[config.mk]
export PLATFORM = sky130hd
export DESIGN_NAME = ioctl_upload_responder
export DESIGN_NICKNAME = d
export VERILOG_FILES = /design/src/rtl/mylstar_pkg.sv /design/src/rtl/ioctl_upload_responder.sv
export SDC_FILE = /design/constraint.sdc
export NUM_CORES = 1
export LEC_CHECK = 0
export BUFFER_PORTS_ARGS = -buffer_cell sky130_fd_sc_hd__clkbuf_2
export CORE_MARGIN = 1
export CORE_UTILIZATION = 40
export CTS_BUF_LIST = sky130_fd_sc_hd__clkbuf_8
export CTS_CLUSTER_DIAMETER = 40
export DETAILED_ROUTE_END_ITERATION = 8
export GPL_TIMING_DRIVEN = 0
export PLACE_DENSITY = 0.77
export SYNTH_ARGS = -nofsm -noshare
export SYNTH_HDL_FRONTEND = slang
export SYNTH_SLANG_ARGS = --single-unit
[constraint.sdc]
create_clock -name clk_sys -period 1.6 [get_ports clk_sys]
set_input_delay 0.08 -clock clk_sys [delete_from_list [all_inputs] [get_ports clk_sys]]
set_output_delay 0.08 -clock clk_sys [all_outputs]
set_load 0.05 [all_outputs]
[src/rtl/mylstar_pkg.sv]
// Shared types for the MiSTer-style core glue blocks.
//   upload_state_t : states of the ioctl upload responder
//   IOCTL_AW       : width of the hps_io ioctl byte address
package mylstar_pkg;

  typedef enum logic [1:0] {UP_IDLE, UP_FETCH, UP_LAT} upload_state_t;

  localparam int IOCTL_AW = 25;

endpackage

[src/rtl/ioctl_upload_responder.sv]
// ioctl_upload_responder
//   Answers HPS ioctl upload reads (core -> HPS, e.g. NVRAM or high-score save)
//   for a single ioctl_index. Each strobed read fetches one byte from a
//   synchronous BRAM read port and presents it on ioctl_din, holding off the
//   HPS with ioctl_wait while the fetch is in flight. Addresses beyond the
//   memory return FILL immediately, without a stall.
//
// Optional feature (macro UPLOAD_CHECKSUM_EN):
//   keeps an 8-bit running sum of the bytes delivered from memory in the
//   current session. The sum is cleared when the session starts, and a read at
//   address DEPTH returns it without a stall.
//
// Ports
//   clk_sys       system clock, rising edge
//   reset_n       asynchronous active-low reset
//   ioctl_upload  HPS upload session active
//   ioctl_index   session target index
//   ioctl_rd      1-clk read strobe from hps_io
//   ioctl_addr    byte address of the strobed read
//   ioctl_din     read data to hps_io
//   ioctl_wait    stall to hps_io while a fetch is in flight
//   mem_addr      BRAM read address
//   mem_rd        1-clk BRAM read enable
//   mem_q         BRAM read data, valid RD_LAT clocks after mem_rd
//   core_hold     registered session-select; freezes the core during upload
//   proto_err     sticky flag: read strobe arrived while a fetch was busy
//
// state    | meaning
// UP_IDLE  | waiting for a read strobe; FILL/checksum reads answered here
// UP_FETCH | mem_rd pulse in flight; latency counter loaded on exit
// UP_LAT   | counting down the BRAM latency, capture mem_q at zero
module ioctl_upload_responder
  import mylstar_pkg::*;
#(
  parameter logic [7:0] INDEX  = 8'd4,
  parameter int         AW     = 10,
  parameter int         RD_LAT = 1,
  parameter logic [7:0] FILL   = 8'h00
) (
  input  logic                clk_sys,
  input  logic                reset_n,
  input  logic                ioctl_upload,
  input  logic [7:0]          ioctl_index,
  input  logic                ioctl_rd,
  input  logic [IOCTL_AW-1:0] ioctl_addr,
  output logic [7:0]          ioctl_din,
  output logic                ioctl_wait,
  output logic [AW-1:0]       mem_addr,
  output logic                mem_rd,
  input  logic [7:0]          mem_q,
  output logic                core_hold,
  output logic                proto_err
);

  // Range test runs on the full ioctl address, so nothing above DEPTH aliases.
  localparam logic [IOCTL_AW-1:0] DEPTH    = IOCTL_AW'(1) << AW;
  localparam logic [1:0]          LAT_LOAD = 2'(RD_LAT - 1);

  upload_state_t state_q, state_nxt;
  logic [1:0]    cnt_q, cnt_nxt;
  logic [7:0]    din_nxt;
  logic          wait_nxt;
  logic [AW-1:0] addr_nxt;
  logic          rd_nxt;
  logic          err_nxt;
  logic          sel;

  assign sel = ioctl_upload && (ioctl_index == INDEX);

`ifdef UPLOAD_CHECKSUM_EN
  logic [7:0] sum_q;
  logic       deliver;
`endif

  always_ff @(posedge clk_sys or negedge reset_n) begin
    if (!reset_n) begin
      state_q    <= UP_IDLE;
      cnt_q      <= 2'd0;
      ioctl_din  <= 8'h00;
      ioctl_wait <= 1'b0;
      mem_addr   <= '0;
      mem_rd     <= 1'b0;
      proto_err  <= 1'b0;
      core_hold  <= 1'b0;
    end else begin
      state_q    <= state_nxt;
      cnt_q      <= cnt_nxt;
      ioctl_din  <= din_nxt;
      ioctl_wait <= wait_nxt;
      mem_addr   <= addr_nxt;
      mem_rd     <= rd_nxt;
      proto_err  <= err_nxt;
      core_hold  <= sel;
    end
  end

  always_comb begin
    state_nxt = state_q;
    cnt_nxt   = cnt_q;
    din_nxt   = ioctl_din;
    wait_nxt  = ioctl_wait;
    addr_nxt  = mem_addr;
    rd_nxt    = 1'b0;
    err_nxt   = proto_err | (ioctl_rd && sel && (state_q != UP_IDLE));
`ifdef UPLOAD_CHECKSUM_EN
    deliver   = 1'b0;
`endif

    case (state_q)
      UP_IDLE: begin
        if (ioctl_rd && sel) begin
          if (ioctl_addr < DEPTH) begin
            wait_nxt  = 1'b1;
            addr_nxt  = ioctl_addr[AW-1:0];
            rd_nxt    = 1'b1;
            state_nxt = UP_FETCH;
          end else begin
            din_nxt = FILL;
`ifdef UPLOAD_CHECKSUM_EN
            if (ioctl_addr == DEPTH) din_nxt = sum_q;
`endif
          end
        end
      end

      UP_FETCH: begin
        if (!sel) begin
          wait_nxt  = 1'b0;
          state_nxt = UP_IDLE;
        end else begin
          cnt_nxt   = LAT_LOAD;
          state_nxt = UP_LAT;
        end
      end

      UP_LAT: begin
        if (!sel) begin
          // session dropped: release HPS, keep the previous byte on ioctl_din
          wait_nxt  = 1'b0;
          state_nxt = UP_IDLE;
        end else if (cnt_q == 2'd0) begin
          din_nxt   = mem_q;
          wait_nxt  = 1'b0;
          state_nxt = UP_IDLE;
`ifdef UPLOAD_CHECKSUM_EN
          deliver   = 1'b1;
`endif
        end else begin
          cnt_nxt = cnt_q - 2'd1;
        end
      end

      default: begin
        wait_nxt  = 1'b0;
        state_nxt = UP_IDLE;
      end
    endcase
  end

`ifdef UPLOAD_CHECKSUM_EN
  // core_hold is sel delayed one clock, so sel && !core_hold marks session start.
  always_ff @(posedge clk_sys or negedge reset_n) begin
    if (!reset_n) begin
      sum_q <= 8'h00;
    end else if (sel && !core_hold) begin
      sum_q <= 8'h00;
    end else if (deliver) begin
      sum_q <= sum_q + mem_q;
    end
  end
`endif

endmodule
==> reports/summary.txt, run 1 <==
Outcome: finished, violations left
Failing checks: negative setup slack
Final ANT Viol Nets: 0
Chip Width: 55.6 um
1st-pass router iterations: 4
Fin crit period: 1.62 ns
Leakage: 0.931 nW
Clock transition at path regs: 0.09 ns
# rows: 19
I/O Pins: 67
Rel. slew slack: 0.589
Via density: 5.21
CP Capture Type: register
Overall routing resource usage: 0.163
Via Count: 1000
Top FF cell, synth: dfrtp_1
Post-Route WL: 2460 um
Post-synth top area cell: dfrtp_1
Min-delay src: mem_q[3]
WHS Endpoint: ioctl_din[3]
CTS tree: done
Hold Crit Class: primary input to register
CP max FO: 4
Final hold vios: 0
Clk sink count: 26
WHS: 0.0361 ns
Sequential element share of the synthesized area: 0.566
Syn_nets: 128
R2R Path Start: cnt_q[0]
Antenna diodes: 0
Reg2reg end: cnt_q[1]
Initial antenna violation count: 0
Die area: 3090 um2
Ys Warns: 0
Clock Path Buffers: 2
Placer Congestion: 0.731
Nets: 208
Pwr dens: 750 nW/um2
Clk root buf: clkbuf_8
Dpl cell area: 1520 um2
Area growth syn-to-layout: 47.6%
DP Cell Count: 179
Ys async rst share: 1.00
Drc violations: 0
Seq cells post-synth: 26
Grt ovf: 0
Peak supply drop: 0.669 mV
Global-route wire length before repair: 3950 um
Core ar.: 2730 um2
WP data required: 1.74 ns
Synth top area cells: dfrtp_1 57%, mux2_4 10%, a22o_1 7.6%, nand2b_1 2.2%, mux2_2 2.0%
Synth Cell Area: 1150 um2
Avg Inst Size Synth: 14.0 um2
Worst Path Arrival: 1.76 ns
Crit path from: cnt_q[0]
Final Setup Violations: 1
CP Launch Type: register
Pins Over Slew Limit: 0
Commonest non-fill, non-tap cells in the layout: 66 x clkbuf_2, 26 x dfrtp_1, 10 x a22o_1
Total power: 1.27 mW
Post-DP HPWL: 1770 um
DR WL/cell: 12.8 um
CP max stage delay: 0.38 ns
PnR worst setup slack: -0.0179 ns
WHS Path Cells: 2
Vias in the first global route: 978
Largest net degree at the start of global routing: 27
Reg2reg path depth: 5
Crit path max-delay family: compound AO/OA/AOI/OAI gates
# H-tree levels: 1
Final period utilization: 1.01
Layout cells sized above 1: 0.640
Post-Syn Instances: 82
Post-synth top area share: 0.566
Synth unique cells: 30
Setup_tns: -0.0179 ns
Clock latency on the worst-skew pair: 0.26 ns
MaxCap Viol Count: 0
IO Port Bufs: 66
Unrepaired setup endpoints after global routing: yes
Critical Path Slowest Stage Cell: or3b_4
Buffers & Inverters on Critical Path: 1
Initial core utilization: 0.420
Layout Cells excl Fill: 192
Post-synth EDFFs: 0
Slew @ Worst Pin: 0.617 ns
Die H: 55.6 um
Iter 0 DRT Violations: 20
Crit path cell chain: inv_2, ha_4, or3b_4, a2111oi_4, o22ai_1
FF-to-FF setup slack: -0.02 ns
Inserted Clock Buffers: 3
Final Skew: 0.00115 ns
Fin area: 1700 um2
WS Path Type: register to register
Max Freq: 618 MHz
Commonest non-fill, non-tap cell in the layout: clkbuf_2
cells in the mapped netlist, types with 2 or more instances:
library cell and number:
a22o_1 10, nand2b_1 4, mux2_4 8, o21ai_0 2
inv_1 4, nor4_1 3, nor3_1 2, mux2_2 2
dfrtp_1 26
through the flow:
| step | setup WS, ns | utilization |
|---|---|---|
| after global routing | -0.0725 | 0.620 |
| after detailed placement | -0.376 | 0.556 |
| after floorplan | -0.133 | - |
| after CTS | -0.00946 | 0.610 |
| after global placement | -0.351 | 0.556 |
| final | -0.0179 | 0.620 |
kinds of logic (layout without fill, tap and decap cells):
group                      count (synthesis)  after routing  synth area share
buffers and inverters                      6             85            0.0349
and+or+nand+nor                           22             22             0.144
AOI/OAI and AO/OA                         17             17             0.120
DFF                                       26             26             0.566
adders and majority gates                  1              1            0.0109
muxes                                     10             10             0.124
registers in the layout, indices dropped and copies added, names as in the netlist:
signal / count
mem_rd: 1
state_q: 2
mem_addr: 10
cnt_q: 2
proto_err: 1
ioctl_din: 8
core_hold: 1
ioctl_wait: 1
layer usage:
layer / share of wire / GRT usage
met1: 0.43 / 0.200
met2: 0.48 / 0.282
met3: 0.080 / 0.0256
met4: 0.0089 / 0.0750
met5: 0 / 0
worst max-delay path by stage:
| stage | cells past startpoint | endpoint | slack [ns] |
|---|---|---|---|
| finish | 5 | cnt_q[1] | -0.02 |
| detailed placement | 5 | cnt_q[1] | -0.38 |
| floorplan | 5 | mem_addr[2] | -0.13 |
| global route | 5 | cnt_q[1] | -0.07 |
| CTS | 5 | cnt_q[1] | -0.009 |
| global placement | 6 | ioctl_wait | -0.35 |
area by class of cell:
type	count	area, um2
plain buffers	2	25.0
clock buffers	3	41.3
clock inverters	1	30.0
fillers	231	1040
inverters	4	15.0
multi-input cells	50	494
flip-flops and latches	26	651
well taps	31	38.8
repair buffers	75	400
worst register-to-register path: cells and delay by family, from the launching register on:
kind                     cells  cell delay, ns
AO/OA/AOI/OAI                2            0.53
buffers and inverters        1            0.05
flip-flops                   1            0.37
adder cells (fa/ha/maj)      1            0.17
AND/OR/NAND/NOR              1            0.38
repair_timing:
action | 4_1_cts | 5_1_grt
setup buffers | 6 | 2
hold buffers | 1 | 0
endpoints found under the setup margin | 19 | 11
endpoints found under the hold margin | 26 | 0
gates resized for setup | 4 | 5
pin swaps | 3 | 1
power breakdown:
group / total (mW) / internal [mW] / switching (mW)
sequential: 0.657 / 0.657 / 0.0000335
combinational: 0.0813 / 0.0455 / 0.0358
clock: 0.533 / 0.334 / 0.199
total: 1.27 / 1.04 / 0.235
Power figures use the tool's default switching activity.
==> run 2: changes to the inputs <==
--- a/config.mk
+++ b/config.mk
@@ -6,13 +6,14 @@
 export NUM_CORES = 1
 export LEC_CHECK = 0
 export BUFFER_PORTS_ARGS = -buffer_cell sky130_fd_sc_hd__clkbuf_2
+export CORE_ASPECT_RATIO = 1.2
 export CORE_MARGIN = 1
-export CORE_UTILIZATION = 40
-export CTS_BUF_LIST = sky130_fd_sc_hd__clkbuf_8
+export CORE_UTILIZATION = 38
 export CTS_CLUSTER_DIAMETER = 40
 export DETAILED_ROUTE_END_ITERATION = 8
 export GPL_TIMING_DRIVEN = 0
-export PLACE_DENSITY = 0.77
+export PLACE_DENSITY = 0.74
+export REMOVE_ABC_BUFFERS = 1
 export SYNTH_ARGS = -nofsm -noshare
 export SYNTH_HDL_FRONTEND = slang
 export SYNTH_SLANG_ARGS = --single-unit
==> run 2 against run 1 <==
The flow still finishes with violations (negative setup slack). First-iteration DRC count rose by 10%. Register-to-register slack got worse by 0.05 ns. Non-clock buffer count rose by 15. Worst setup slack got worse by 0.050 ns. Worst hold slack improved by 0.014 ns. Sequential power barely moved. Final cell count rose by 9.9%. Critical path type unchanged. Largest power group unchanged. Highest routed layer unchanged.
==> reports/summary.txt, run 2 (synthesis gave the netlist of run 1 again) <==
Largest net degree at the start of global routing: 27 (unchanged)
CP Launch Type: register (unchanged)
Fin area: 1810 um2 (was 1700 um2)
Post-Route WL: 3090 um (was 2460 um)
Dpl ws: -0.466 ns (was -0.376 ns)
Clock latency on the worst-skew pair: 0.33 ns (was 0.26 ns)
Hold Crit Class: primary input to register (unchanged)
Fin crit period: 1.67 ns (was 1.62 ns)
Fillers: 227 (was 231)
Final core occ: 0.638 (was 0.620)
Commonest non-fill, non-tap cell in the layout: clkbuf_2 (unchanged)
Final period utilization: 1.04 (was 1.01)
Clk sink count: 26 (unchanged)
Peak supply drop: 0.375 mV (was 0.669 mV)
CP max FO: 3 (was 4)
DP Cell Count: 180 (was 179)
Outcome: finished, violations left (unchanged)
Final hold vios: 0 (unchanged)
WP data required: 1.82 ns (was 1.74 ns)
Critical Path Slowest Stage Cell: a2111oi_4 (was or3b_4)
Core ar.: 2840 um2 (was 2730 um2)
MaxCap Viol Count: 0 (unchanged)
1st-pass router iterations: 4 (unchanged)
Pwr dens: 612 nW/um2 (was 750 nW/um2)
PnR worst setup slack: -0.0675 ns (was -0.0179 ns)
Nets: 224 (was 208)
Worst Path Arrival: 1.89 ns (was 1.76 ns)
Drc violations: 0 (unchanged)
# rows: 21 (was 19)
Final Setup Violations: 3 (was 1)
Die area: 3250 um2 (was 3090 um2)
Via density: 5.11 (was 5.21)
I/O Pins: 67 (unchanged)
Max reg flops: 10 (unchanged)
Layout Cells excl Fill: 211 (was 192)
WHS Path Cells: 2 (unchanged)
Area taken by multi-input logic gates: 494 um2 (unchanged)
Storage cell area: 651 um2 (unchanged)
Reg2reg path depth: 5 (unchanged)
Inserted Clock Buffers: 3 (unchanged)
Antenna diodes: 0 (unchanged)
Initial core utilization: 0.405 (was 0.420)
Leakage: 0.973 nW (was 0.931 nW)
Chip Width: 52.2 um (was 55.6 um)
Overall routing resource usage: 0.199 (was 0.163)
Grt ovf: 0 (unchanged)
Commonest non-fill, non-tap cells in the layout: 66 x clkbuf_2, 26 x dfrtp_1, 19 x dlygate4sd3_1 (was 66 x clkbuf_2, 26 x dfrtp_1, 10 x a22o_1)
Slew @ Worst Pin: 0.623 ns (was 0.617 ns)
CP max stage delay: 0.43 ns (was 0.38 ns)
DR WL/cell: 14.6 um (was 12.8 um)
Initial antenna violation count: 0 (unchanged)
Global-route wire length before repair: 4770 um (was 3950 um)
Clk root buf: clkbuf_4 (was clkbuf_8)
Sw Share: 0.214 (was 0.185)
Crit path cell chain: inv_1, ha_2, or3b_4, a2111oi_4, o22ai_1 (was inv_2, ha_4, or3b_4, a2111oi_4, o22ai_1)
Final ANT Viol Nets: 0 (unchanged)
Sw Pwr: 0.238 mW (was 0.235 mW)
Clock share of power: 0.303 (was 0.420)
Pins Over Slew Limit: 0 (unchanged)
Area growth syn-to-layout: 57.7% (was 47.6%)
IO Port Bufs: 66 (unchanged)
Top reg by flops: mem_addr (unchanged)
Failing checks: negative setup slack (unchanged)
CTS tree: done (unchanged)
Final Skew: 0.00386 ns (was 0.00115 ns)
# H-tree levels: 1 (unchanged)
Via Count: 1078 (was 1000)
Top flop regs: mem_addr x10, ioctl_din x8 (unchanged)
Unrepaired setup endpoints after global routing: yes (unchanged)
Clock transition at path regs: 0.14 ns (was 0.09 ns)
Register share of total power: 0.593 (was 0.516)
Clock Path Buffers: 2 (unchanged)
Max Freq: 600 MHz (was 618 MHz)
Vias in the first global route: 1030 (was 978)
Logic gate share of total power: 0.104 (was 0.064)
Layout cells sized above 1: 0.565 (was 0.640)
WS Path Type: register to register (unchanged)
CP Capture Type: register (unchanged)
Setup_tns: -0.166 ns (was -0.0179 ns)
Dpl cell area: 1500 um2 (was 1520 um2)
Die H: 62.2 um (was 55.6 um)
Post-DP HPWL: 1970 um (was 1770 um)
Internal power: 0.870 mW (was 1.04 mW)
Iter 0 DRT Violations: 22 (was 20)
Rel. slew slack: 0.585 (was 0.589)
Placer Congestion: 0.656 (was 0.731)
==> run 2: cell type report <==
cell class / instances / area share
repair buffers: 92 / 0.316
flip-flops and latches: 26 / 0.359
well taps: 34 / 0.0235
clock buffers: 4 / 0.0200
multi-input cells: 51 / 0.273
inverters: 4 / 0.00829
==> run 2: timing repair <==
| item | CTS | global route |
|---|---|---|
| cloned | 1 | 0 |
| setup endpoints to repair | 15 | 11 |
| buffers inserted | 5 | 2 |
| hold buffers | 18 | 1 |
| pin swaps | 5 | 2 |
| hold endpoints to repair | 43 | 1 |
| resized for setup | 5 | 3 |
==> run 2: power groups by stage <==
stage	clock network, mW	logic, mW	registers, mW
2_1_floorplan	0	0.0101	0.670
4_1_cts	0.331	0.115	0.657
6_report	0.335	0.115	0.657
5_1_grt	0.369	0.127	0.658
3_3_place_gp	0	0.0734	0.670
3_5_place_dp	0	0.0767	0.670
==> run 2: critical path, delay by kind of cell, from the launching register on <==
kind / cells / cell delay (ns)
AOI/OAI and AO/OA: 2 / 0.57
adders and majority gates: 1 / 0.18
buffers and inverters: 1 / 0.05
DFF: 1 / 0.38
and+or+nand+nor: 1 / 0.38
==> run 2: worst paths after layout <==
kind / slack (ns) / end / startpoint
max: -0.07 / cnt_q[1] / cnt_q[0]
min: 0.05 / proto_err / ioctl_rd
max reg2reg: -0.07 / cnt_q[1] / cnt_q[0]
min reg2reg: 0.50 / proto_err / proto_err
max in group asynchronous: 0.92 / mem_addr[2] / reset_n
min in group asynchronous: 0.28 / mem_rd / reset_n
==> run 2: layer usage <==
layer	GRT usage	up-vias	wire [um]
met4	0.0888	0	53
met5	0	-	0
li1	-	507	-
met2	0.349	43	1640
met1	0.230	523	1240
met3	0.0294	5	159
==> run 2: stage by stage <==
step	hold WS, ns	power (mW)
after floorplan	-0.216	0.680
after global placement	0.108	0.743
after detailed placement	0.118	0.746
after CTS	0.00428	1.10
after global routing	0.0471	1.15
final	0.0499	1.11
==> run 3: changes to the inputs <==
--- a/config.mk
+++ b/config.mk
@@ -8,11 +8,11 @@
 export BUFFER_PORTS_ARGS = -buffer_cell sky130_fd_sc_hd__clkbuf_2
 export CORE_ASPECT_RATIO = 1.2
 export CORE_MARGIN = 1
-export CORE_UTILIZATION = 38
-export CTS_CLUSTER_DIAMETER = 40
+export CORE_UTILIZATION = 42
+export CTS_CLUSTER_DIAMETER = 200
 export DETAILED_ROUTE_END_ITERATION = 8
 export GPL_TIMING_DRIVEN = 0
-export PLACE_DENSITY = 0.74
+export PLACE_DENSITY = 0.77
 export REMOVE_ABC_BUFFERS = 1
 export SYNTH_ARGS = -nofsm -noshare
 export SYNTH_HDL_FRONTEND = slang
==> constraint.sdc (replaced) <==
create_clock -name clk_sys -period 1.8 [get_ports clk_sys]
set_input_delay 0.09 -clock clk_sys [delete_from_list [all_inputs] [get_ports clk_sys]]
set_output_delay 0.09 -clock clk_sys [all_outputs]
set_load 0.05 [all_outputs]
==> run 3 against run 2 <==
The run ends with negative hold slack left. Fmax down 2.9%. Worst hold slack worse by 0.051 ns. Wire length decreased by 7.4%. Clock skew hardly changed. Sequential power down 11%. Via count is 0.65% lower. Largest cell class unchanged. Register-to-register slack improved by 0.15 ns.
==> reports/summary.txt, run 3 (synthesis gave the netlist of run 1 again) <==
CP Capture Type: register (unchanged)
Largest net degree at the start of global routing: 27 (unchanged)
Outcome: finished, violations left (unchanged)
1st-pass router iterations: 4 (unchanged)
Initial antenna violation count: 0 (unchanged)
Fin crit period: 1.72 ns (was 1.67 ns)
Post-Route WL: 2860 um (was 3090 um)
Pins Over Slew Limit: 0 (unchanged)
WP data required: 2.01 ns (was 1.82 ns)
Grt ovf: 0 (unchanged)
Top reg by flops: mem_addr (unchanged)
Rel. slew slack: 0.576 (was 0.585)
CP Launch Type: register (unchanged)
IO Port Bufs: 66 (unchanged)
Vias in the first global route: 1088 (was 1030)
CTS tree: done (unchanged)
Layout cells sized above 1: 0.547 (was 0.565)
Critical Path Slowest Stage Cell: a2111oi_4 (unchanged)
Failing checks: negative hold slack (was negative setup slack)
Chip Width: 49.7 um (was 52.2 um)
# rows: 20 (was 21)
Final hold vios: 1 (was 0)
Hold Crit Class: primary input to register (unchanged)
Post-DP HPWL: 2000 um (was 1970 um)
Placer Congestion: 0.768 (was 0.656)
Clock transition at path regs: 0.14 ns (about the same)
Inserted Clock Buffers: 3 (unchanged)
Crit path cell chain: inv_1, ha_2, or3b_4, a2111oi_4, o22ai_1 (unchanged)
Commonest non-fill, non-tap cells in the layout: 66 x clkbuf_2, 26 x dfrtp_1, 18 x dlygate4sd3_1 (was 66 x clkbuf_2, 26 x dfrtp_1, 19 x dlygate4sd3_1)
Core ar.: 2550 um2 (was 2840 um2)
Sw Share: 0.194 (was 0.214)
Leakage: 0.948 nW (was 0.973 nW)
Slew @ Worst Pin: 0.636 ns (was 0.623 ns)
Clock Path Buffers: 2 (unchanged)
Total power: 1.08 mW (was 1.11 mW)
WS Path Type: register to register (unchanged)
Internal power: 0.874 mW (was 0.870 mW)
Area growth syn-to-layout: 54.1% (was 57.7%)
Layout Cells excl Fill: 203 (was 211)
Clk sink count: 26 (unchanged)
Final ANT Viol Nets: 0 (unchanged)
Unrepaired setup endpoints after global routing: yes (unchanged)
Iter 0 DRT Violations: 17 (was 22)
Dpl ws: -0.421 ns (was -0.466 ns)
# H-tree levels: 1 (unchanged)
MaxCap Viol Count: 0 (unchanged)
Pwr dens: 613 nW/um2 (was 612 nW/um2)
Final period utilization: 0.954 (was 1.04)
DR WL/cell: 14.1 um (was 14.6 um)
Setup_tns: 0 ns (was -0.166 ns)
Nets: 217 (was 224)
Antenna diodes: 0 (unchanged)
Overall routing resource usage: 0.204 (was 0.199)
Drc violations: 0 (unchanged)
Logic gate share of total power: 0.094 (was 0.104)
Worst Path Arrival: 1.92 ns (was 1.89 ns)
CP max FO: 4 (was 3)
DP Cell Count: 179 (was 180)
Commonest non-fill, non-tap cell in the layout: clkbuf_2 (unchanged)
Register share of total power: 0.539 (was 0.593)
Final Setup Violations: 0 (was 3)
I/O Pins: 67 (unchanged)
Clock latency on the worst-skew pair: 0.32 ns (was 0.33 ns)
Via Count: 1071 (was 1078)
Via density: 5.28 (was 5.11)
Initial core utilization: 0.450 (was 0.405)
Final Skew: 0.00433 ns (was 0.00386 ns)
Max Freq: 582 MHz (was 600 MHz)
Clk root buf: clkbuf_4 (unchanged)
Fillers: 195 (was 227)
Sw Pwr: 0.211 mW (was 0.238 mW)
Die area: 2950 um2 (was 3250 um2)
WHS: -0.00131 ns (was 0.0499 ns)
Peak supply drop: 0.418 mV (was 0.375 mV)
Top flop regs: mem_addr x10, ioctl_din x8 (unchanged)
Global-route wire length before repair: 4530 um (was 4770 um)
CP max stage delay: 0.42 ns (was 0.43 ns)
Max reg flops: 10 (unchanged)
Die H: 59.3 um (was 62.2 um)
PnR worst setup slack: 0.0826 ns (was -0.0675 ns)
Clock share of power: 0.367 (was 0.303)
-- run 3: worst paths after layout --
path | start | end | slack (ns) | cells after the start
setup / recovery | cnt_q[0] | cnt_q[1] | 0.08 | 5
hold / removal | ioctl_addr[1] | mem_addr[1] | -0.001 | 2
setup reg to reg | cnt_q[0] | cnt_q[1] | 0.08 | 5
hold reg to reg | proto_err | proto_err | 0.51 | 1
max in group asynchronous | reset_n | mem_rd | 1.08 | 2
min in group asynchronous | reset_n | ioctl_din[5] | 0.31 | 2
-- run 3: power by group through the flow --
| stage | Sequential (mW) | Combinational [mW] | Clock [mW] |
|---|---|---|---|
| floorplan | 0.596 | 0.00901 | 0 |
| finish | 0.584 | 0.102 | 0.398 |
| global placement | 0.595 | 0.0654 | 0 |
| detailed placement | 0.595 | 0.0696 | 0 |
| global route | 0.585 | 0.112 | 0.425 |
| CTS | 0.584 | 0.0972 | 0.399 |
-- run 3: repair_timing --
| action | CTS | global route |
|---|---|---|
| pin swaps | 0 | 2 |
| hold buffers | 15 | 3 |
| resized for setup | 3 | 4 |
| buffers inserted | 1 | 1 |
| endpoints found under the setup margin | 3 | 2 |
| endpoints found under the hold margin | 40 | 3 |
-- run 3: cell type report --
class                           instances  area [um2]  area share
Clock inverter                          1        30.0      0.0170
Multi-Input combinational cell         50         485       0.274
Inverter                                4        15.0     0.00848
Tap cell                               33        41.3      0.0233
Sequential cell                        26         651       0.367
Clock buffer                            3        22.5      0.0127
Timing Repair Buffer                   86         526       0.297
-- run 3: stage by stage --
step,instance area (um2),utilization
2_1_floorplan,1120,-
3_3_place_gp,1500,0.586
3_5_place_dp,1500,0.586
4_1_cts,1720,0.675
5_1_grt,1770,0.694
6_report,1770,0.694
-- run 3: critical path, delay by kind of cell (launching register included) --
kind                     cells  cell delay (ns)
flip-flops                   1             0.39
AND/OR/NAND/NOR              1             0.39
buffers and inverters        1             0.05
AO/OA/AOI/OAI                2             0.57
adder cells (fa/ha/maj)      1             0.20
-- run 3: routing by layer --
layer / part of all wire / GRT usage / vias to the layer above
met5: 0 / 0 / -
met4: 0.049 / 0.147 / 0
met3: 0.057 / 0.0231 / 17
met2: 0.52 / 0.371 / 61
met1: 0.37 / 0.220 / 512
li1: - / - / 481
